[src/rtl/mem_stage_pipe.sv]
// Memory/writeback stage: decodes the EX opcode, resolves writeback and branch redirect,
// issues variable-latency data-memory loads and streams GP pixels over a valid/ready port.
module mem_stage_pipe #(
  parameter int DATA_W    = 32,
  parameter int REG_W     = 7,
  parameter int OP_W      = 5,
  parameter int ADDR_W    = 20,
  parameter int PIX_W     = 8,
  parameter int PIX_DEPTH = 153600,
  localparam int CNT_W    = (PIX_DEPTH > 1) ? $clog2(PIX_DEPTH) : 1
) (
  input  logic              clk,
  input  logic              rst,
  input  logic              in_valid,
  output logic              in_ready,
  input  logic [OP_W-1:0]   opcode,
  input  logic [REG_W-1:0]  rd_in,
  input  logic [REG_W-1:0]  branch_in,
  input  logic [DATA_W-1:0] alu_result,
  output logic              dmem_req,
  output logic [ADDR_W-1:0] dmem_addr,
  input  logic [DATA_W-1:0] dmem_rdata,
  input  logic              dmem_rvalid,
  output logic              wb_en,
  output logic [REG_W-1:0]  wb_rd,
  output logic [DATA_W-1:0] wb_result,
  output logic              branch_taken,
  output logic [REG_W-1:0]  branch_out,
  output logic              pix_valid,
  input  logic              pix_ready,
  output logic [PIX_W-1:0]  pix_data,
  output logic              pix_last,
  output logic              frame_done,
  output logic [CNT_W-1:0]  pix_count,
  output logic              illegal_op
);

  typedef enum logic [1:0] {
    ST_RUN      = 2'd0,
    ST_WAIT_MEM = 2'd1,
    ST_HOLD_PIX = 2'd2
  } state_e;

  localparam logic [OP_W-1:0]  OP_NOP = OP_W'(0);
  localparam logic [OP_W-1:0]  OP_LV  = OP_W'(1);
  localparam logic [OP_W-1:0]  OP_ADD = OP_W'(2);
  localparam logic [OP_W-1:0]  OP_SUB = OP_W'(3);
  localparam logic [OP_W-1:0]  OP_MUL = OP_W'(4);
  localparam logic [OP_W-1:0]  OP_DIV = OP_W'(5);
  localparam logic [OP_W-1:0]  OP_CP  = OP_W'(6);
  localparam logic [OP_W-1:0]  OP_B   = OP_W'(7);
  localparam logic [OP_W-1:0]  OP_BEQ = OP_W'(8);
  localparam logic [OP_W-1:0]  OP_SLR = OP_W'(9);
  localparam logic [OP_W-1:0]  OP_GP  = OP_W'(10);
  localparam logic [CNT_W-1:0] LAST_PIX = CNT_W'(PIX_DEPTH - 1);

  state_e              state_q, state_d;
  logic                in_ready_q, in_ready_d;
  logic                wb_en_q, wb_en_d;
  logic [REG_W-1:0]    wb_rd_q, wb_rd_d;
  logic [DATA_W-1:0]   wb_result_q, wb_result_d;
  logic                branch_taken_q, branch_taken_d;
  logic [REG_W-1:0]    branch_out_q, branch_out_d;
  logic                dmem_req_q, dmem_req_d;
  logic [ADDR_W-1:0]   dmem_addr_q, dmem_addr_d;
  logic                pix_valid_q, pix_valid_d;
  logic [PIX_W-1:0]    pix_data_q, pix_data_d;
  logic                pix_last_q, pix_last_d;
  logic                frame_done_q, frame_done_d;
  logic [CNT_W-1:0]    pix_count_q, pix_count_d;
  logic                illegal_op_q, illegal_op_d;
  logic [REG_W-1:0]    ld_rd_q, ld_rd_d;
  logic [REG_W-1:0]    ld_br_q, ld_br_d;

  // Next-state and next-output decode; strobes and their payloads default to zero.
  always_comb begin
    state_d        = state_q;
    in_ready_d     = in_ready_q;
    wb_en_d        = 1'b0;
    wb_rd_d        = '0;
    wb_result_d    = '0;
    branch_taken_d = 1'b0;
    branch_out_d   = '0;
    dmem_req_d     = 1'b0;
    dmem_addr_d    = dmem_addr_q;
    pix_valid_d    = pix_valid_q;
    pix_data_d     = pix_data_q;
    pix_last_d     = pix_last_q;
    frame_done_d   = 1'b0;
    pix_count_d    = pix_count_q;
    illegal_op_d   = 1'b0;
    ld_rd_d        = ld_rd_q;
    ld_br_d        = ld_br_q;
    case (state_q)
      ST_RUN: begin
        in_ready_d = 1'b1;
        if (in_valid && in_ready_q) begin
          case (opcode)
            OP_NOP: illegal_op_d = 1'b0;
            OP_LV, OP_ADD, OP_SUB, OP_MUL, OP_DIV, OP_SLR: begin
              wb_en_d     = 1'b1;
              wb_rd_d     = rd_in;
              wb_result_d = alu_result;
            end
            OP_CP: begin
              dmem_req_d  = 1'b1;
              dmem_addr_d = alu_result[ADDR_W-1:0];
              ld_rd_d     = rd_in;
              ld_br_d     = branch_in;
              in_ready_d  = 1'b0;
              state_d     = ST_WAIT_MEM;
            end
            OP_B: begin
              branch_taken_d = 1'b1;
              branch_out_d   = branch_in;
            end
            OP_BEQ: begin
              if (alu_result == DATA_W'(1)) begin
                branch_taken_d = 1'b1;
                branch_out_d   = branch_in;
              end else begin
                branch_taken_d = 1'b0;
              end
            end
            OP_GP: begin
              pix_valid_d = 1'b1;
              pix_data_d  = alu_result[PIX_W-1:0];
              pix_last_d  = (pix_count_q == LAST_PIX);
              in_ready_d  = 1'b0;
              state_d     = ST_HOLD_PIX;
            end
            default: illegal_op_d = 1'b1;
          endcase
        end else begin
          state_d = ST_RUN;
        end
      end
      ST_WAIT_MEM: begin
        // in_ready stays low through the return cycle so nothing is accepted as we leave.
        in_ready_d = 1'b0;
        if (dmem_rvalid) begin
          wb_en_d        = 1'b1;
          wb_rd_d        = ld_rd_q;
          wb_result_d    = dmem_rdata;
          branch_taken_d = 1'b1;
          branch_out_d   = ld_br_q;
          state_d        = ST_RUN;
        end else begin
          state_d = ST_WAIT_MEM;
        end
      end
      ST_HOLD_PIX: begin
        in_ready_d = 1'b0;
        if (pix_ready) begin
          pix_valid_d = 1'b0;
          pix_last_d  = 1'b0;
          state_d     = ST_RUN;
          if (pix_count_q == LAST_PIX) begin
            pix_count_d  = '0;
            frame_done_d = 1'b1;
          end else begin
            pix_count_d = pix_count_q + CNT_W'(1);
          end
        end else begin
          state_d = ST_HOLD_PIX;
        end
      end
      default: begin
        state_d    = ST_RUN;
        in_ready_d = 1'b1;
      end
    endcase
  end

  // State and output registers with synchronous reset.
  always_ff @(posedge clk) begin
    if (rst) begin
      state_q        <= ST_RUN;
      in_ready_q     <= 1'b1;
      wb_en_q        <= 1'b0;
      wb_rd_q        <= '0;
      wb_result_q    <= '0;
      branch_taken_q <= 1'b0;
      branch_out_q   <= '0;
      dmem_req_q     <= 1'b0;
      dmem_addr_q    <= '0;
      pix_valid_q    <= 1'b0;
      pix_data_q     <= '0;
      pix_last_q     <= 1'b0;
      frame_done_q   <= 1'b0;
      pix_count_q    <= '0;
      illegal_op_q   <= 1'b0;
      ld_rd_q        <= '0;
      ld_br_q        <= '0;
    end else begin
      state_q        <= state_d;
      in_ready_q     <= in_ready_d;
      wb_en_q        <= wb_en_d;
      wb_rd_q        <= wb_rd_d;
      wb_result_q    <= wb_result_d;
      branch_taken_q <= branch_taken_d;
      branch_out_q   <= branch_out_d;
      dmem_req_q     <= dmem_req_d;
      dmem_addr_q    <= dmem_addr_d;
      pix_valid_q    <= pix_valid_d;
      pix_data_q     <= pix_data_d;
      pix_last_q     <= pix_last_d;
      frame_done_q   <= frame_done_d;
      pix_count_q    <= pix_count_d;
      illegal_op_q   <= illegal_op_d;
      ld_rd_q        <= ld_rd_d;
      ld_br_q        <= ld_br_d;
    end
  end

  assign in_ready     = in_ready_q;
  assign wb_en        = wb_en_q;
  assign wb_rd        = wb_rd_q;
  assign wb_result    = wb_result_q;
  assign branch_taken = branch_taken_q;
  assign branch_out   = branch_out_q;
  assign dmem_req     = dmem_req_q;
  assign dmem_addr    = dmem_addr_q;
  assign pix_valid    = pix_valid_q;
  assign pix_data     = pix_data_q;
  assign pix_last     = pix_last_q;
  assign frame_done   = frame_done_q;
  assign pix_count    = pix_count_q;
  assign illegal_op   = illegal_op_q;

endmodule

[config.mk]
export PLATFORM = sky130hd
export DESIGN_NAME = mem_stage_pipe
export DESIGN_NICKNAME = d
export VERILOG_FILES = /design/src/rtl/mem_stage_pipe.sv
export SDC_FILE = /design/constraint.sdc
export NUM_CORES = 1
export LEC_CHECK = 0
export ABC_AREA = 1
export BUFFER_PORTS_ARGS = -buffer_cell sky130_fd_sc_hd__clkbuf_2
export CORE_UTILIZATION = 49
export DETAILED_ROUTE_END_ITERATION = 6
export PLACE_DENSITY = 0.8
export SLEW_MARGIN = 10
export SYNTH_ARGS = -nofsm -noshare
export SYNTH_HDL_FRONTEND = slang
export SYNTH_SLANG_ARGS = --single-unit
export TNS_END_PERCENT = 20
[constraint.sdc]
create_clock -name clk -period 1.8 [get_ports clk]
set_input_delay 0.36 -clock clk [delete_from_list [all_inputs] [get_ports clk]]
set_output_delay 0.36 -clock clk [all_outputs]
set_load 0.005 [all_outputs]
# Word-level counts from Yosys, hierarchy flattened
# Cells that the tools add are included.
# word_totals
register_bits	116
input_bits	88
output_inout_bits	100
# classes
n_addsub	1
n_eq_ne	18
muxes	40
bitwise	4
reduce_logical	14
# op_table
operator	count
32-bit two-way mux	3
32-bit case mux with 2 select lines	1
7-bit two-way mux	6
7-bit case mux with 2 select lines	3
32-bit by 1-bit equality test with 1-bit output, second input constant	1
5-bit by 3-bit equality test with 1-bit output, second input constant	4
18-bit by 1-bit adder with 18-bit output, second input constant	1
18-bit equality test, second input constant	1
18-bit two-way mux	1
1-bit two-way mux	16
5-bit by 4-bit equality test with 1-bit output, second input constant	3
1-bit case mux with 2 select lines	6
11-bit OR reduction	1
5-bit by 2-bit equality test with 1-bit output, second input constant	2
2-bit case mux with 3 select lines	1
3-bit AND reduction	2
3-bit OR reduction	2
6-bit OR reduction	1
5-bit by 1-bit equality test with 1-bit output, second input constant	1
5-bit zero test	1
2-bit two-way mux	2
2-bit != test, second input constant	2
4-bit by 2-bit != test with 1-bit output, second input constant	1
1-bit NOT	4
other kinds (10)	11

# Longest topological paths before layout
# depth
ltp_word	5
ltp_mapped	11
mapped_depth_nobuf	11

# Least setup slack after synthesis
# Ideal clock, no wire load.
# synth_path
kind	reg2reg
startpoint	reg state_q[0]
endpoint	reg pix_count_q[17], in the netlist pix_count[17]
arrival_time_ns	1.414
required_time_ns	1.687
slack_ns	0.273
path_stages_with_launch	12
n_path_buf	0
synth_period_minus_slack_ns	1.527
path_cell_list	dfxtp_1 inv_1 ha_1 nand2_2 inv_2 nand3_1 nor2_4 nand2_1 nand2_2 inv_2 nand2_1 nor2_1
# synth_between
elab_chain_cells	2
# synth_lines
element	line	source
start, declared	57	state_e state_q, state_d;
start signal, assigned	196	state_q <= state_d;
2-bit equality test	94	case (state_q)
2-bit AND reduction (no source line)	-	
end signal, assigned	209	pix_count_q <= pix_count_d;
end, declared	70	logic [CNT_W-1:0] pix_count_q, pix_count_d;
# No other way between the ends.
# A chain may end at the register's enable or synchronous reset.

# Worst setup path in the final report
# layout_path
startpoint	reg state_q[1]
endpoint	reg dmem_addr_q[12], in the netlist dmem_addr[12]
# layout_between
elab_chain_cells	2
# layout_lines
element	line	source
2-bit zero test	94	
3-bit AND reduction (no source line)	-	
end signal, assigned	204	dmem_addr_q <= dmem_addr_d;
end, declared	65	logic [ADDR_W-1:0] dmem_addr_q, dmem_addr_d;
# No other way between the ends.

==> impl_metrics.toml <==
[power]
pwr-share-clk_pct = 50.7
power_switching_w = 0.00154
combinationalPowerShare_pct = 8.1
power.total_w = 0.00637
swShare_pct = 24.1
ir_drop_mv = 0.517
p_seq_share_pct = 41.2
p_int_w = 0.00483
p_per_area_nw_per_um2 = 965
total_leakage_power_nw = 2.84

[sta]
fin_tns_setup_ns = 0
slew-limit-headroom_pct = 68.7
period_minus_slack_ns = 1.65
maxSlewViolCount = 0
finalSetupViolations = 0
hold_violations = 0
finalWorstSetupSlack_ns = 0.155
rsz0062_at_grt = "false"
fmax_mhz = 608
tightest_slew_ns = 0.468
finClkSkew_ns = 0.00937
post-route-period-util_pct = 91.4

[global_route]
grt_pass1_wl_um = 21300
grt_pass1_vias = 4693
overflow = 0
antenna_found_initial = 0
grt_max_degree = 97
grt_use_total_pct = 26.1

[worst_setup_path]
cp.arrival_ns = 2.07
criticalPathCategory = "reg -> reg"
cp_max_fo = 51
critPathCaptureType = "flip-flop"
worst_setup_path_start_kind = "flip-flop"
rrSetupSlack_ns = 0.15
required_ns = 2.23

[cts]
clockBufferDepth = 2
cts_root_buf = "clkbuf_8"
cts.clk_slew.worst_paths_ns = 0.06
cts_buffers = 17
clk_latency_ns = 0.51
cts.sinks = 116
hold_buffers = 0
htreeDepth = 4
post_cts_buffers = 0
cts_tree = "yes"

[logic_synthesis]
avgSynthCellArea_sq_um = 7.63
yosysWarnings = 0
post-synth-top-area-cell = "dfxtp_1"
seq_area_frac_synth_pct = 47.1
ys_seq_elements = 116
syn_area_sq_um = 4930
synth_cell_types = 32
syn_inst = 647
ys_top_cells_by_area = "dfxtp_1 (47%), nand2_1 (11%), a21oi_1 (9.3%), nand3_1 (6.7%), nor2_1 (5.8%)"
netlist.area_leader.share_pct = 47.1
syn_nets = 740

[layout]
fin_cells = 979
n_fill_cell = 804
final_cell_mix = "clkbuf_2 (186), nand2_1 (143), dfxtp_1 (116)"
syn_to_final_growth_pct = 33.8
drive_above_1_share_pct = 33.6
diodes = 0
final_common_cell = "clkbuf_2"
nets = 926

[placed_design]
io_buffers = 187
place_ws_ns = 0.0524
post-place-cells = 947
routabilityCongestion = 0.847
dp_hpwl_um = 9610

[drt]
postRouteAntennaNets = 0
vias_per_cell = 5.18
remaining_drc_errors = 0
drtIter0Drc = 208
via_count = 5071
routed_wl_um = 13400
dr.pass1.iters = 5
wl_per_cell_um = 13.7

[floorplan]
dieHeight_um = 102
fp.dieW_um = 102
core_area_sq_um = 9770
die_area_sq_um = 10500
num_rows = 36
start_util_pct = 50.5
io_pins = 188

[min_path]
min_path_type = "in -> reg"

[run_status]
outcome = "completed"

[job]
maxCapViolCount = 0
==> cell type report <==
cell class                      count  area [sq um]  area share, %
Clock buffer                       19           442           6.69
Clock inverter                     13           133           2.01
Inverter                           41           155           2.35
Multi-Input combinational cell    455          2280           34.5
Sequential cell                   116          2320           35.2
Tap cell                          133           166           2.52
Timing Repair Buffer              202          1100           16.7
==> metal layers <==
| layer | track usage, % | wire [um] |
|---|---|---|
| met4 | 10.2 | 224 |
| met3 | 8.55 | 1080 |
| met2 | 43.4 | 6720 |
| met1 | 31.3 | 5360 |
| met5 | 0 | 0 |
==> worst paths after layout <==
kind / from / endpoint / cells after the start
setup reg to reg: state_q[1] / dmem_addr[12] / 7
hold reg to reg: ld_rd_q[2] / ld_rd_q[2] / 2
hold / removal: dmem_rdata[3] / wb_result[3] / 3
setup / recovery: state_q[1] / dmem_addr[12] / 7
==> per-stage QoR <==
step | hold slack [ns] | utilization (%) | instance area (sq um)
global placement | 0.447 | 61.5 | 6010
finish | 0.0779 | 67.5 | 6600
CTS | 0.0556 | 67.3 | 6580
floorplan | 0.440 | - | 4930
global route | 0.0636 | 67.5 | 6600
detailed placement | 0.452 | 61.5 | 6010
==> critical path, cell delays in order (launching register included) <==
cell and delay (ns):
dfxtp_1 0.33, inv_1 0.10, ha_1 0.21, nand3_2 0.15, clkinv_2 0.16, buf_12 0.27, nand3_1 0.11, a21oi_1 0.19
==> power groups by stage <==
stage	Clock, W	Sequential (W)	Combinational, W
after global placement	0	0.00268	0.000495
after detailed placement	0	0.00268	0.000509
after global routing	0.00339	0.00263	0.000564
final	0.00323	0.00263	0.000513
after floorplan	0	0.00268	0.000270
after CTS	0.00328	0.00263	0.000512
==> synth_stat cells <==
library cell and number:
o21ai_0 3, inv_1 30, nor3_1 6, nand4_1 7
nand2_1 143, a21oi_1 92, buf_6 4, buf_4 5
clkinv_2 1, buf_2 11, o22ai_1 1, nor3_4 1
xnor2_1 1, o211ai_4 1, nor2_4 3, o21ai_1 8
nor3_2 1, or2_2 1, ha_1 5, nand3_1 66
a21o_1 1, dfxtp_1 116, buf_1 3, nand2_2 5
xor2_1 7, o21bai_2 1, nand3_2 22, a31oi_1 1
clkbuf_1 12, nor2_2 3, nor2_1 76, inv_2 10
==> kinds of logic after synthesis <==
logic type | count (synthesis) | share of synthesized area (%)
and+or+nand+nor | 334 | 31.7
DFF | 116 | 47.1
AOI/OAI and AO/OA | 108 | 11.5
buffers and inverters | 76 | 7.07
xor gates and xnor gates | 8 | 1.42
adders and majority gates | 5 | 1.27
==> state kept, by name (all words and copies together) (netlist names), 2 cells and up <==
register    cells
branch_out      7
state_q         2
wb_rd           7
ld_br_q         7
pix_data        8
wb_result      32
ld_rd_q         7
pix_count      18
dmem_addr      20
==> repair_timing <==
item                                    CTS  global route
resized for setup                         0             4
endpoints found under the hold margin     0             0
endpoints found under the setup margin    0            14
(Power assumes the default switching activity.)
